## config.mk

```make
export PLATFORM = sky130hd
export DESIGN_NAME = wb_stage_buf
export DESIGN_NICKNAME = d
export VERILOG_FILES = /design/src/rtl/wb_pkg.sv /design/src/rtl/wb_fifo.sv /design/src/rtl/wb_stage_buf.sv
export SDC_FILE = /design/constraint.sdc
export NUM_CORES = 1
export LEC_CHECK = 0
export CORE_MARGIN = 4
export CORE_UTILIZATION = 45
export DETAILED_ROUTE_END_ITERATION = 8
export DONT_BUFFER_PORTS = 1
export PLACE_DENSITY = 0.63
export SLEW_MARGIN = 0
export SYNTH_ARGS = -nofsm -noshare
export SYNTH_HDL_FRONTEND = slang
export SYNTH_SLANG_ARGS = --single-unit
```

## constraint.sdc

```tcl
create_clock -name clk -period 2 [get_ports clk]
set_input_delay 0.1 -clock clk [delete_from_list [all_inputs] [get_ports clk]]
set_output_delay 0.1 -clock clk [all_outputs]
set_load 0.03 [all_outputs]
```

## src/rtl/wb_pkg.sv

```systemverilog
// Shared write-back definitions: result-source encodings and the pending-write entry layout.
package wb_pkg;

  localparam logic [1:0] WB_SEL_ALU  = 2'b00;
  localparam logic [1:0] WB_SEL_MEM  = 2'b01;
  localparam logic [1:0] WB_SEL_LINK = 2'b10;
  localparam logic [1:0] WB_SEL_ILL  = 2'b11;

  localparam int WB_DATA_W = 16;
  localparam int WB_DEST_W = 3;

  typedef struct packed {
    logic [WB_DEST_W-1:0] dest;
    logic [WB_DATA_W-1:0] data;
  } wb_entry_t;

endpackage

```

## src/rtl/wb_fifo.sv

```systemverilog
// In-order pending-write queue with per-slot valid bits and an oldest-to-youngest view of all slots.
module wb_fifo #(
  parameter  int DEPTH   = 2,
  parameter  int ENTRY_W = 19,
  localparam int PTR_W   = $clog2(DEPTH),
  localparam int CNT_W   = PTR_W + 1
) (
  input  logic                     clk,
  input  logic                     rst_n,
  input  logic                     push,
  input  logic                     pop,
  input  logic [ENTRY_W-1:0]       push_entry,
  output logic [ENTRY_W-1:0]       head_entry,
  output logic [CNT_W-1:0]         count,
  output logic                     full,
  output logic                     empty,
  output logic [DEPTH-1:0]         ent_vld,
  output logic [DEPTH*ENTRY_W-1:0] ent_flat
);

  logic [ENTRY_W-1:0] mem [DEPTH];
  logic [DEPTH-1:0]   slot_vld;
  logic [DEPTH-1:0]   slot_vld_nxt;
  logic [PTR_W-1:0]   wr_ptr;
  logic [PTR_W-1:0]   rd_ptr;
  logic [PTR_W-1:0]   idx;

  // Clear before set: a full-queue push+pop reuses the slot being retired.
  always_comb begin
    slot_vld_nxt = slot_vld;
    if (pop)  slot_vld_nxt[rd_ptr] = 1'b0;
    if (push) slot_vld_nxt[wr_ptr] = 1'b1;
  end

  always_ff @(posedge clk or negedge rst_n) begin
    if (!rst_n) begin
      wr_ptr   <= '0;
      rd_ptr   <= '0;
      count    <= '0;
      slot_vld <= '0;
    end else begin
      if (push) wr_ptr <= wr_ptr + PTR_W'(1);
      if (pop)  rd_ptr <= rd_ptr + PTR_W'(1);
      case ({push, pop})
        2'b10:   count <= count + CNT_W'(1);
        2'b01:   count <= count - CNT_W'(1);
        default: count <= count;
      endcase
      slot_vld <= slot_vld_nxt;
    end
  end

  always_ff @(posedge clk) begin
    if (push) mem[wr_ptr] <= push_entry;
  end

  assign full       = (count == CNT_W'(DEPTH));
  assign empty      = (count == '0);
  assign head_entry = mem[rd_ptr];

  // Slot i of the view is i entries behind the head, so higher i is younger.
  always_comb begin
    idx      = '0;
    ent_vld  = '0;
    ent_flat = '0;
    for (int i = 0; i < DEPTH; i++) begin
      idx                            = rd_ptr + PTR_W'(i);
      ent_vld[i]                     = slot_vld[idx];
      ent_flat[i*ENTRY_W +: ENTRY_W] = mem[idx];
    end
  end

endmodule

```

## src/rtl/wb_stage_buf.sv

```systemverilog
// Write-back stage: result select, queued register-file writes with grant-based drain, forwarding lookup.
// Optional macro ZERO_REG_EN: register 0 is hardwired (never queued, never forwarded).
module wb_stage_buf
  import wb_pkg::*;
#(
  parameter  int DATA_W = WB_DATA_W,
  parameter  int DEST_W = WB_DEST_W,
  parameter  int DEPTH  = 2,
  localparam int CNT_W  = $clog2(DEPTH) + 1
) (
  input  logic              clk,
  input  logic              rst_n,
  input  logic              in_valid,
  output logic              in_ready,
  input  logic              in_wr_en,
  input  logic [DEST_W-1:0] in_dest,
  input  logic [1:0]        in_sel,
  input  logic [DATA_W-1:0] in_alu,
  input  logic [DATA_W-1:0] in_mem,
  input  logic [DATA_W-1:0] in_link,
  output logic              writ_en,
  output logic [DEST_W-1:0] writ_dest,
  output logic [DATA_W-1:0] writ_data,
  input  logic              writ_gnt,
  output logic [DEST_W-1:0] wb_op_dest,
  output logic              wb_op_valid,
  input  logic [DEST_W-1:0] fwd_dest,
  output logic              fwd_hit,
  output logic [DATA_W-1:0] fwd_data,
  output logic [CNT_W-1:0]  occupancy,
  output logic              sel_err
);

  localparam int ENTRY_W = DEST_W + DATA_W;

  typedef struct packed {
    logic [DEST_W-1:0] dest;
    logic [DATA_W-1:0] data;
  } entry_t;

  function automatic logic [DATA_W-1:0] sel_result(
    input logic [1:0]        sel,
    input logic [DATA_W-1:0] alu,
    input logic [DATA_W-1:0] mem,
    input logic [DATA_W-1:0] link
  );
    case (sel)
      WB_SEL_ALU:  return alu;
      WB_SEL_MEM:  return mem;
      WB_SEL_LINK: return link;
      default:     return '0;
    endcase
  endfunction

  logic                     accept;
  logic                     push;
  logic                     pop;
  logic                     full;
  logic                     empty;
  logic                     dest_live;
  logic                     fwd_q_ok;
  entry_t                   push_entry;
  entry_t                   head_entry;
  entry_t                   slot;
  logic [DEPTH-1:0]         ent_vld;
  logic [DEPTH*ENTRY_W-1:0] ent_flat;

`ifdef ZERO_REG_EN
  assign dest_live = (in_dest != '0);
  assign fwd_q_ok  = (fwd_dest != '0);
`else
  assign dest_live = 1'b1;
  assign fwd_q_ok  = 1'b1;
`endif

  assign writ_en         = ~empty;
  assign pop             = writ_en & writ_gnt;
  assign in_ready        = ~full | pop;
  assign accept          = in_valid & in_ready;
  assign push            = accept & in_wr_en & dest_live;
  assign push_entry.dest = in_dest;
  assign push_entry.data = sel_result(in_sel, in_alu, in_mem, in_link);

  wb_fifo #(
    .DEPTH   (DEPTH),
    .ENTRY_W (ENTRY_W)
  ) u_fifo (
    .clk        (clk),
    .rst_n      (rst_n),
    .push       (push),
    .pop        (pop),
    .push_entry (push_entry),
    .head_entry (head_entry),
    .count      (occupancy),
    .full       (full),
    .empty      (empty),
    .ent_vld    (ent_vld),
    .ent_flat   (ent_flat)
  );

  always_ff @(posedge clk or negedge rst_n) begin
    if (!rst_n)                              sel_err <= 1'b0;
    else if (accept && in_sel == WB_SEL_ILL) sel_err <= 1'b1;
  end

  // Storage is not reset, so head fields are forced to 0 while the queue is empty.
  assign writ_dest   = writ_en ? head_entry.dest : '0;
  assign writ_data   = writ_en ? head_entry.data : '0;
  assign wb_op_dest  = writ_dest;
  assign wb_op_valid = writ_en;

  // Scan oldest to youngest so the last match (youngest) overrides.
  always_comb begin
    fwd_hit  = 1'b0;
    fwd_data = '0;
    slot     = '0;
    if (fwd_q_ok) begin
      for (int i = 0; i < DEPTH; i++) begin
        slot = entry_t'(ent_flat[i*ENTRY_W +: ENTRY_W]);
        if (ent_vld[i] && slot.dest == fwd_dest) begin
          fwd_hit  = 1'b1;
          fwd_data = slot.data;
        end
      end
    end
  end

endmodule

```

; ---- After elaboration in Yosys (flattened, before gate mapping)
; Memories as Yosys holds them, arrays and structs flattened.
; Cells that the tools add are included.
[word_totals]
reg_bits = 7
latch_bits = 0
ram_bits = 38
romBits = 0
input_bits = 61
out_inout_bits = 45
word_cells = 60
n_memories = 1
[classes]
addsub = 4
n_mul = 0
n_div = 0
n_lt_le_gt_ge = 5
n_eq_ne = 8
shifts = 0
muxes = 20
n_bitwise = 9
n_reduce_logical = 8
[mem_list]
columns = memory, words, word_bits, read_ports, rd_ports_with_merged_regs, write_ports, line
row1 = u_fifo.mem, 2, 19, 2, 0, 1, wb_fifo.sv:21  ; logic [ENTRY_W-1:0] mem [DEPTH];
[ops]
columns = cell, count
row1 = 16-bit 2-to-1 mux, 3
row2 = 16-bit one-hot mux with 3 select lines, 1
row3 = 1-bit 2-to-1 mux, 10
row4 = 2-bit equality test (second input constant), 4
row5 = 3-bit equality test, 2
row6 = 1-bit by 2-bit < comparator with 1-bit output (second input constant), 3
row7 = 1-bit logical AND, 5
row8 = 2-bit by 1-bit equality test with 1-bit output (second input constant), 2
row9 = 2-bit logical NOT, 2
row10 = 2-bit 2-to-1 mux, 2
row11 = 2-bit one-hot mux with 2 select lines, 1
row12 = 1-bit bitwise AND, 3
row13 = 3-bit 2-to-1 mux, 1
row14 = 1-bit adder (second input constant), 2
row15 = 2-bit by 1-bit adder with 2-bit output (second input constant), 1
row16 = 2-bit bitwise AND, 1
row17 = 1-bit demux with 1-bit select, 2
row18 = 1-bit greater-or-equal comparator (second input constant), 2
row19 = 1-bit NOT, 2
row20 = 2-bit NOT, 1
row21 = 2-bit bitwise OR, 1
row22 = 2-bit nonzero test, 1
row23 = 2-bit by 1-bit subtractor with 2-bit output (second input constant), 1
row24 = 1-bit bitwise OR, 1

; ---- Depth between registers and ports, before layout
; Gate-level depths: netlist of the first run.
[depth]
ltp_word = 9
mapped_depth = 8
ltp_nobuf = 8

; ---- Hierarchy
; A second synthesis of the first run with hierarchy kept.
[unflattened]
hier_cells = 290
area_unflattened_um2 = 3340.7
[modules_own_cells]
columns = module, instances, cells_per_inst, area_per_inst_um2, seq_area_each_um2
row1 = wb_fifo, 1, 125, 2218.4, 1291.2
row2 = wb_stage_buf, 1, 165, 1122.3, 25.0

; ---- Worst setup path before layout of the first run
; OpenSTA, ideal clock, no wires.
[synth_path]
path_kind = reg2reg
from = reg u_fifo.count[0]
to = mem u_fifo.mem[0][0], enable pin
setup_time_ns = 0.395
arrival_ns = 1.946
required_ns = 1.605
path_slack_ns = -0.340
stages_incl_launch_ff = 4
path_buffers = 0
synth_period_minus_slack_ns = 2.340
path_cell_list = dfrtp_1 > or3b_2 > nand3_1 > nor2_1
[synth_between]
elab_chain_cells = 8
word_cells_on_any_way = 10
cone_classes = eq/ne: 1 / mux: 2 / bitwise: 6 / reduce/logical: 1
[synth_lines]
columns = element, line
row1 = "start, declared", wb_fifo.sv:14  ; output logic [CNT_W-1:0] count,
row2 = "start signal, assigned", wb_fifo.sv:45  ; 2'b10: count <= count + CNT_W'(1);
row3 = "start signal, assigned", wb_fifo.sv:46  ; 2'b01: count <= count - CNT_W'(1);
row4 = "start signal, assigned", wb_fifo.sv:47  ; default: count <= count;
row5 = 2-bit logical NOT, wb_fifo.sv:58  ; assign empty = (count == '0);
row6 = 1-bit NOT, wb_stage_buf.sv:76  ; assign writ_en = ~empty;
row7 = 1-bit bitwise AND, wb_stage_buf.sv:77  ; assign pop = writ_en & writ_gnt;
row8 = 1-bit bitwise OR *, wb_stage_buf.sv:78  ; assign in_ready = ~full | pop;
row9 = via in_ready, wb_stage_buf.sv:14  ; output logic in_ready,
row10 = 1-bit bitwise AND *, wb_stage_buf.sv:79  ; assign accept = in_valid & in_ready;
row11 = 1-bit bitwise AND *, wb_stage_buf.sv:80  ; assign push = accept & in_wr_en & dest_live;
row12 = 1-bit 2-to-1 mux *, wb_fifo.sv:54  ; if (push) mem[wr_ptr] <= push_entry;
row13 = 1-bit 2-to-1 mux (not written as such) *, wb_fifo.sv:54
row14 = "end, declared", wb_fifo.sv:21
; Mark *: on every way through the listed nets, which the timed path passes. The rest lies on a longest branch.

; ---- Final worst setup path of the first run
[layout_path]
from = reg u_fifo.rd_ptr
to = out fwd_data[12]
[layout_between]
elab_chain_cells = 5
word_cells_on_any_way = 12
cone_classes = add/sub: 1 / eq/ne: 2 / mux: 6 / reduce/logical: 2 / memory: 1
[layout_lines]
columns = element, line
row1 = "start, declared", wb_fifo.sv:25  ; logic [PTR_W-1:0] rd_ptr;
row2 = "start signal, assigned", wb_fifo.sv:43  ; if (pop) rd_ptr <= rd_ptr + PTR_W'(1);
row3 = 1-bit adder (tied with other cells), wb_fifo.sv:67  ; idx = rd_ptr + PTR_W'(i);
row4 = memory read 2 x 19 bit (tied with other cells), --
row5 = 3-bit equality test (tied with other cells), wb_stage_buf.sv:120  ; if (ent_vld[i] && slot.dest == fwd_dest) begin
row6 = 1-bit logical AND / 16-bit 2-to-1 mux (equally long branches), wb_stage_buf.sv:120
row7 = 16-bit 2-to-1 mux *, wb_stage_buf.sv:120
row8 = "end, declared", wb_stage_buf.sv:29  ; output logic [DATA_W-1:0] fwd_data,
; Mark *: on every way between the ends. The rest lies on a longest branch, timed or not. The select of a mux whose other input is x is not followed.

==> impl_metrics.toml, run 1 <==
[placed_design]
dpl_cell_area_um2 = 3318
globalplace.congestion = 0.7984
portBuffers = 0
dpl.hpwl_mm = 4.894

[cts]
clk_pin_slew_ps = 70
cts_max_path_buffers = 2
cts_buffers = 5
cts_tree = "built"
clk_latency_ps = 290
clock-sinks = 45
cts-root-buf = "clkbuf_8"
htree_levels = 2

[yosys]
ys_warn_count = 0
seq_area_frac_synth_pct = 48.57
synth_top_area_cell = "edfxtp_1"
synth_area_leaders = "edfxtp_1, nand3_1, mux2i_1"
syn_inst = 277
synth-edff-count = 38
ys_async_sr_fraction_pct = 15.56
synth_nets = 339
synth_ff_type = "edfxtp_1"
synth_cell_types = 29
yosys-top-cells-count = "nand2_1, nand3_1, edfxtp_1"
syn_avg_cell_area_um2 = 9.784
synth_seq_cells = 45
syn_area_um2 = 2710
yosys.area.top_type_share_pct = 42.11

[sta]
finClkSkew_ps = 9.402
fin_ws_ps = -244.3
maxSlewHeadroom_pct = 31.87
hold_viol = 0
finalCritPeriodShare_pct = 112.2
final_max_slew_viol_count = 0
finalSetupViolCount = 17
tightest_slew_ps = 1020
period_needed_ps = 2244
rsz0062_at_grt = "yes"
fmax_mhz = 445.6

[critical_path]
start_kind = "register"
r2r_cells = 4
regToRegEndpoint = "sel_err"
worst-setup-path-type = "register to output port"
reg2reg_from = "u_fifo.count[0]"
required_ps = 1900
crit_path_end = "fwd_data[12]"
arrival_ps = 2140
cp_max_fo = 10
crit_path_end_kind = "output port"
startpoint = "u_fifo.rd_ptr"
rrSetupSlack_ps = 70

[global_routing]
grt_max_degree = 41
grt_use_total_pct = 18.59
grt_pass1_vias = 2233
grt_pass1_wl_mm = 10.86
antenna_found_initial = 0
grt_overflow = 0

[floorplan]
core_um2 = 5886
die_w_um = 85.61
die-area_um2 = 7328
die_h_um = 85.61
fp-row-count = 28
io_pins = 106
initial_utilization_pct = 46.05

[min_path]
hp-class = "primary input to register"

[route]
vias = 2374
vias_per_cell = 5.891
first_iter_violations = 195
drtAntennaViolNets = 0
wl_per_cell_um = 17.58
drc_errors = 0
wl_mm = 7.083
drt_pass1_iterations = 5

[pwr]
leakage_nw = 1.505
intPower_mw = 2.765
swShare_pct = 45.94
vdd_drop_max_mv = 1.067
pwr-share-clk_pct = 9.8
p_seq_share_pct = 25.8
p_sw_mw = 2.350
pwr-share-comb_pct = 64.3
powerDensity_nw_per_um2 = 1374

[flow_run]
maxCapViolations = 0

[cells_and_area]
final_util_pct = 63.27
multi_input_area_um2 = 1380
area_growth_pct = 37.40
final_nets = 389
layout-drive-gt1-share_pct = 29.27
final_cell_area_um2 = 3724
seq_area_um2 = 1318
antenna_cells = 0
n_fill_cell = 471

[outcome]
violations = "setup timing"
status = "finished with violations"
-- state kept, by name, summed over array words and instances, names as in the netlist --
name / count
sel_err: 1
u_fifo.slot_vld: 2
u_fifo.mem: 38
u_fifo.count: 2
u_fifo.rd_ptr: 1
u_fifo.wr_ptr: 1
-- logic make-up after synthesis --
kind of cell             count (synthesis)  share of synthesized area [%]
adder cells (fa/ha/maj)                  1                         0.4616
flip-flops                              45                          48.57
buffers and inverters                   30                          5.725
AND/OR/NAND/NOR                        111                          18.42
AO/OA/AOI/OAI                           56                          14.73
XOR/XNOR                                13                          4.201
multiplexers                            21                          7.895
-- how the worst min path moves through the flow --
stage | slack, ps | to | depth (start not counted) | from
after detailed placement | -200 | u_fifo.count[1] | 0 | rst_n
final | 50 | u_fifo.rd_ptr | 2 | writ_gnt
after floorplan | -200 | sel_err | 0 | rst_n
after global placement | -200 | u_fifo.count[1] | 0 | rst_n
after global routing | 40 | u_fifo.rd_ptr | 2 | writ_gnt
after CTS | 40 | u_fifo.rd_ptr | 2 | writ_gnt
-- metrics by stage --
stage / instances / worst slack, ps / hold slack [ps] / power (mW) / TNS [ps]
4_1_cts: 400 / -256.0 / 35.58 / 4.983 / -3745
2_1_floorplan: 277 / -61.57 / -195.6 / 3.228 / -2369
3_5_place_dp: 380 / -137.9 / -195.4 / 4.316 / -1599
3_3_place_gp: 380 / -21.07 / -195.4 / 4.280 / -47.55
6_report: 403 / -244.3 / 46.68 / 5.115 / -3643
5_1_grt: 403 / -359.8 / 39.60 / 5.387 / -5269
-- worst max-delay path: stages (launching register included) --
cell and delay [ps]:
dfrtp_2 440, buf_6 140, mux2i_4 180, xnor2_2 210, nor3_4 70, buf_12 140
buf_12 130, a2111o_1 310, nand3_2 100, buf_12 120
-- metal layers --
metal,vias to the layer above,share of wire [%],track usage [%]
met2,128,49,31.07
li1,1119,-,-
met3,20,8.0,3.362
met5,-,0,0
met1,1107,41,24.29
met4,0,2.4,6.475
-- cell usage in the layout, fill, tap and decap left out, types with 3 or more instances in the layout --
| cell type | synthesis | routed |
|---|---|---|
| dlygate4sd3_1 | 0 | 6 |
| nand2_1 | 49 | 49 |
| buf_6 | 3 | 5 |
| xnor2_1 | 10 | 9 |
| nand3_2 | 0 | 16 |
| a21oi_1 | 16 | 16 |
| a2111o_1 | 16 | 16 |
| dfrtp_1 | 7 | 6 |
| nor2_1 | 7 | 5 |
| o21ai_0 | 20 | 20 |
| buf_4 | 4 | 36 |
| edfxtp_1 | 38 | 38 |
| xor2_1 | 3 | 3 |
| buf_12 | 0 | 20 |
| mux2i_1 | 20 | 18 |
| nand3_1 | 49 | 33 |
| inv_1 | 3 | 3 |
| clkbuf_8 | 0 | 5 |
-- what timing repair did --
action,in CTS,in global routing
pin swaps,3,20
resized for setup,24,9
setup buffers,6,1
endpoints found under the setup margin,17,56
cloned,0,2
hold buffers,6,0
endpoints found under the hold margin,14,0
-- power groups by stage --
stage / Sequential (mW) / Combinational (mW) / Clock, mW
after global routing: 1.34 / 3.48 / 0.561
final: 1.32 / 3.29 / 0.503
after global placement: 1.33 / 2.95 / 0
after detailed placement: 1.34 / 2.97 / 0
after floorplan: 1.34 / 1.89 / 0
after CTS: 1.31 / 3.16 / 0.515
-- layout make-up --
cell class	count	area share, %
Clock buffer	7	2.050
Clock inverter	1	0.1008
Multi-Input combinational cell	202	37.06
Tap cell	75	2.520
Timing Repair Buffer	69	22.48
Inverter	4	0.4032
Sequential cell	45	35.38
Note: power is estimated with default switching activity, not from simulation.
==> run 2: changes to the inputs <==
--- a/config.mk
+++ b/config.mk
@@ -14,3 +14,4 @@
 export SYNTH_ARGS = -nofsm -noshare
 export SYNTH_HDL_FRONTEND = slang
 export SYNTH_SLANG_ARGS = --single-unit
+export TNS_END_PERCENT = 5
==> run 2 against run 1 <==
  * The flow still finishes with violations (setup timing)
  * Non-clock buffer count down 2
  * Routed wire length down 2.7%
  * Sequential share of layout area up 0.46 points
  * Critical path type unchanged
  * Critical endpoint is now fwd_data[2]
  * Largest power group unchanged
==> impl_metrics.toml, run 2 (synthesis results as in run 1) <==
[outcome]
status = "finished with violations"
violations = "setup timing"

[cells_and_area]
antenna_cells = 0
final_util_pct = 62.46
largest_reg_flops = 38
largestRegisters = "u_fifo.mem (38), u_fifo.count (2), u_fifo.slot_vld (2)"
layout-drive-gt1-share_pct = 28.53
final_common_cell = "nand2_1"
final_cells = 401
final_nets = 387
regMostFlops = "u_fifo.mem"
mostFrequentLayoutCells = "nand2_1, edfxtp_1, buf_4, nand3_1"
area_growth_pct = 35.64

[route]
drt_pass1_iterations = 4
wl_mm = 6.889
vias = 2323
first_iter_violations = 214
drtAntennaViolNets = 0
drc_errors = 0
vias_per_cell = 5.793
wl_per_cell_um = 17.18

[sta]
tightest_slew_ps = 1020
finalSetupViolCount = 17
finClkSkew_ps = 6.645
rsz0062_at_grt = "yes"
fin_ws_ps = -244.3
period_needed_ps = 2244
finalCritPeriodShare_pct = 112.2
maxSlewHeadroom_pct = 31.86
fmax_mhz = 445.6
hold_viol = 0
final_max_slew_viol_count = 0
setup_tns_ps = -3744

[cts]
clock-sinks = 45
htree_levels = 2
cts_buffers = 5
cts-root-buf = "clkbuf_8"
cts_tree = "built"
clk_pin_slew_ps = 70
cts_max_path_buffers = 2
clk_latency_ps = 280

[global_routing]
grt_pass1_vias = 2195
grt_pass1_wl_mm = 10.64
grt_use_total_pct = 18.29
grt_overflow = 0
grt_max_degree = 41
antenna_found_initial = 0

[placed_design]
globalplace.congestion = 0.7984
dp_cells = 380
dpl.hpwl_mm = 4.894
portBuffers = 0

[critical_path]
crit_path_end_kind = "output port"
cp_max_fo = 9
start_kind = "register"
required_ps = 1900
worst-setup-path-type = "register to output port"
arrival_ps = 2140

[floorplan]
initial_utilization_pct = 46.05
fp-row-count = 28
core_um2 = 5886
die_w_um = 85.61
die_h_um = 85.61
io_pins = 106
die-area_um2 = 7328

[pwr]
intPower_mw = 2.719
leakage_nw = 1.491
pwr-share-comb_pct = 63.9
powerDensity_nw_per_um2 = 1369
swShare_pct = 45.97
pwr-share-clk_pct = 10.0
p_seq_share_pct = 26.1
p_sw_mw = 2.314
vdd_drop_max_mv = 1.196

[flow_run]
maxCapViolations = 0

[min_path]
hp-class = "primary input to register"
==> run 2: final cells by class <==
type	count	area, um2
Inverter	4	15.01
Tap cell	75	93.84
Fill cell	475	2210
Timing Repair Buffer	67	810.8
Clock inverter	1	3.754
Multi-Input combinational cell	202	1359
Sequential cell	45	1318
Clock buffer	7	76.32
==> run 2: worst paths after layout <==
| kind | start | to | slack, ps | cells past startpoint |
|---|---|---|---|---|
| worst min-delay path | writ_gnt | u_fifo.rd_ptr | 40 | 2 |
| min in group asynchronous | rst_n | u_fifo.slot_vld[1] | 150 | 1 |
| worst min register to register | u_fifo.wr_ptr | u_fifo.wr_ptr | 580 | 1 |
| max in group asynchronous | rst_n | u_fifo.rd_ptr | 1580 | 1 |
| worst max register to register | u_fifo.count[0] | sel_err | 70 | 4 |
| worst max-delay path | u_fifo.rd_ptr | fwd_data[2] | -240 | 9 |
==> run 2: power by group through the flow <==
stage	clock network, mW	registers, mW	logic, mW
final	0.501	1.31	3.22
after global routing	0.561	1.33	3.42
after CTS	0.515	1.30	3.11
after detailed placement	0	1.34	2.97
after global placement	0	1.33	2.95
after floorplan	0	1.34	1.89
==> run 2: metrics by stage <==
| stage | total power [mW] | hold slack [ps] | setup slack, ps | cell area (um2) |
|---|---|---|---|---|
| finish | 5.033 | 44.10 | -244.3 | 3676 |
| global route | 5.309 | 39.28 | -341.0 | 3676 |
| CTS | 4.924 | 35.58 | -266.5 | 3573 |
| detailed placement | 4.316 | -195.4 | -137.9 | 3318 |
| global placement | 4.280 | -195.4 | -21.07 | 3318 |
| floorplan | 3.228 | -195.6 | -61.57 | 2715 |
==> run 2: worst max-delay path, cell delays in order, from the launching register on <==
cell,delay (ps)
dfrtp_2,430
buf_4,150
mux2i_2,220
xnor2_2,170
nor3_4,70
buf_12,140
buf_4,160
a2111o_1,300
nand3_2,90
buf_12,120
==> run 2: repair_timing <==
item / in CTS / in global routing
hold buffers: 6 / 0
gates cloned: 0 / 2
pin swaps: 2 / 20
gates resized for setup: 18 / 9
hold endpoints to repair: 14 / 0
buffers inserted: 4 / 1
setup endpoints to repair: 17 / 56
==> run 2: per-layer routing <==
metal / GRT usage, % / share of wire (%)
met3: 3.362 / 8.5
met2: 30.30 / 48
met1: 24.05 / 42
met5: 0 / 0
met4: 6.475 / 2.2
==> run 3: changes to the inputs <==
--- a/config.mk
+++ b/config.mk
@@ -9,6 +9,7 @@
 export CORE_UTILIZATION = 45
 export DETAILED_ROUTE_END_ITERATION = 8
 export DONT_BUFFER_PORTS = 1
+export HOLD_SLACK_MARGIN = 0.12
 export PLACE_DENSITY = 0.63
 export SLEW_MARGIN = 0
 export SYNTH_ARGS = -nofsm -noshare
==> run 3 against run 2 <==
  * The run still ends with setup timing left
  * Combinational power barely moved
  * Sequential cell count did not move
  * Non-clock buffer count rose by 13
  * Total power rose by 0.63%
  * Die area did not move
  * Routed wire length rose by 5.6%
  * Sequential power barely moved
  * Largest power group unchanged
  * Sequential share of layout area fell by 1.2 points
==> impl_metrics.toml, run 3 (synthesis results as in run 1) <==
[global_routing]
grt_pass1_wl_mm = 11.05
grt_use_total_pct = 19.02
grt_overflow = 0
grt-busiest-layer = "met2"
grt_pass1_vias = 2292
met1_usage_pct = 24.17
grt_max_degree = 41
antenna_found_initial = 0
use_met2_pct = 32.70
grt_use_met3_pct = 3.362

[critical_path]
rrSetupSlack_ps = 70
critical_path_buf_inv_count = 4
r2r_cells = 4
worst-setup-path-type = "register to output port"
slowest_stage = "dfrtp_2"
cpLargestDelayFamily = "buffers and inverters"
reg2reg_from = "u_fifo.count[0]"
start_kind = "register"
crit_path_end_kind = "output port"
path_cells = "buf_4 -> mux2i_2 -> xnor2_2 -> nor3_4 -> buf_12 -> buf_12 -> a2111o_1 -> nand3_2 -> buf_12"
cpMostUsedCell = "buf_12"
arrival_ps = 2150
regToRegEndpoint = "sel_err"
required_ps = 1900
critPathMaxStageDelay_ps = 430
cp_max_fo = 10

[outcome]
violations = "setup timing"
status = "finished with violations"

[cells_and_area]
largestRegisters = "u_fifo.mem (38), u_fifo.count (2), u_fifo.slot_vld (2)"
layout-drive-gt1-share_pct = 27.43
final_cells = 414
area_growth_pct = 40.44
antenna_cells = 0
largest_reg_flops = 38
final_common_cell = "nand2_1"
mostFrequentLayoutCells = "nand2_1, edfxtp_1, buf_4, nand3_1"
regMostFlops = "u_fifo.mem"
final_nets = 400

[route]
vias_per_cell = 5.766
vias = 2387
wl_mm = 7.272
first_iter_violations = 204
wl_per_cell_um = 17.57
drtAntennaViolNets = 0
drt_pass1_iterations = 7
drc_errors = 0

[floorplan]
die-area_um2 = 7328
die_w_um = 85.61
io_pins = 106
die_h_um = 85.61
initial_utilization_pct = 46.05
core_um2 = 5886
fp-row-count = 28

[cts]
cts-root-buf = "clkbuf_8"
clock-sinks = 45
cts_tree = "built"
cts_buffers = 5
htree_levels = 2
clk_latency_ps = 290
cts_max_path_buffers = 2
clk_pin_slew_ps = 70

[pwr]
p_seq_share_pct = 25.9
leakage_nw = 1.545
pwr-share-clk_pct = 10.0
vdd_drop_max_mv = 1.224
finalPower_mw = 5.064
intPower_mw = 2.736
swShare_pct = 45.98
pwr-share-comb_pct = 64.1
powerDensity_nw_per_um2 = 1331
p_sw_mw = 2.329

[sta]
timing.hold.ws_ps = 135.6
maxSlewHeadroom_pct = 30.89
finalCritPeriodShare_pct = 112.5
rsz0062_at_grt = "yes"
tightest_slew_ps = 1034
fin_ws_ps = -250.8
setup_tns_ps = -3748
finalSetupViolCount = 17
final_max_slew_viol_count = 0
fmax_mhz = 444.3
period_needed_ps = 2251
finClkSkew_ps = 6.046
hold_viol = 0

[flow_run]
maxCapViolations = 0

[placed_design]
globalplace.congestion = 0.7984
portBuffers = 0
dpl.hpwl_mm = 4.894
dp_cells = 380
pre_cts_ws_ps = -137.9

[min_path]
hp-class = "primary input to asynchronous set/reset pin"
-- run 3: per-layer routing --
metal / routed length, um / vias up
li1: - / 1141
met1: 3064 / 1120
met2: 3588 / 112
met3: 464 / 14
met4: 155 / 0
met5: 0 / -
-- run 3: timing repair --
action	in CTS	in global routing
gates resized for setup	18	9
hold endpoints to repair	37	2
cloned	0	2
buffers inserted	4	1
hold buffers	18	1
setup endpoints to repair	17	56
pin swaps	2	20
-- run 3: worst register-to-register path, stage by stage, from the launching register on --
cell	delay (ps)
dfrtp_1	380
or3b_2	490
buf_6	160
a41o_1	230
dlygate4sd3_1	550
-- run 3: cell type report --
class | instances | area (um2)
fill | 450 | 2079
multi-input combinational | 202 | 1359
inverter | 4 | 15.01
clock buffer | 7 | 76.32
clock inverter | 1 | 3.754
timing repair buffer | 80 | 940.9
tap | 75 | 93.84
sequential | 45 | 1318
-- run 3: power groups by stage --
stage / combinational (mW) / clock, mW / sequential [mW]
after floorplan: 1.89 / 0 / 1.34
after global placement: 2.95 / 0 / 1.33
after detailed placement: 2.97 / 0 / 1.34
after CTS: 3.13 / 0.515 / 1.30
after global routing: 3.44 / 0.561 / 1.33
final: 3.25 / 0.504 / 1.31
-- run 3: worst max path at each step --
stage / startpoint / endpoint / slack [ps] / cells after the start
floorplan: u_fifo.count[0] / u_fifo.mem[0][0] / -60 / 3
global placement: u_fifo.rd_ptr / fwd_data[3] / -20 / 7
detailed placement: u_fifo.rd_ptr / fwd_data[3] / -140 / 7
CTS: u_fifo.rd_ptr / fwd_data[3] / -270 / 8
global route: u_fifo.rd_ptr / fwd_data[13] / -340 / 9
finish: u_fifo.rd_ptr / fwd_data[12] / -250 / 9
-- run 3: per-stage QoR --
stage / cell area [um2] / util [%]
4_1_cts: 3694 / 62.76
5_1_grt: 3806 / 64.67
3_3_place_gp: 3318 / 56.38
6_report: 3806 / 64.67
2_1_floorplan: 2715 / -
3_5_place_dp: 3318 / 56.38
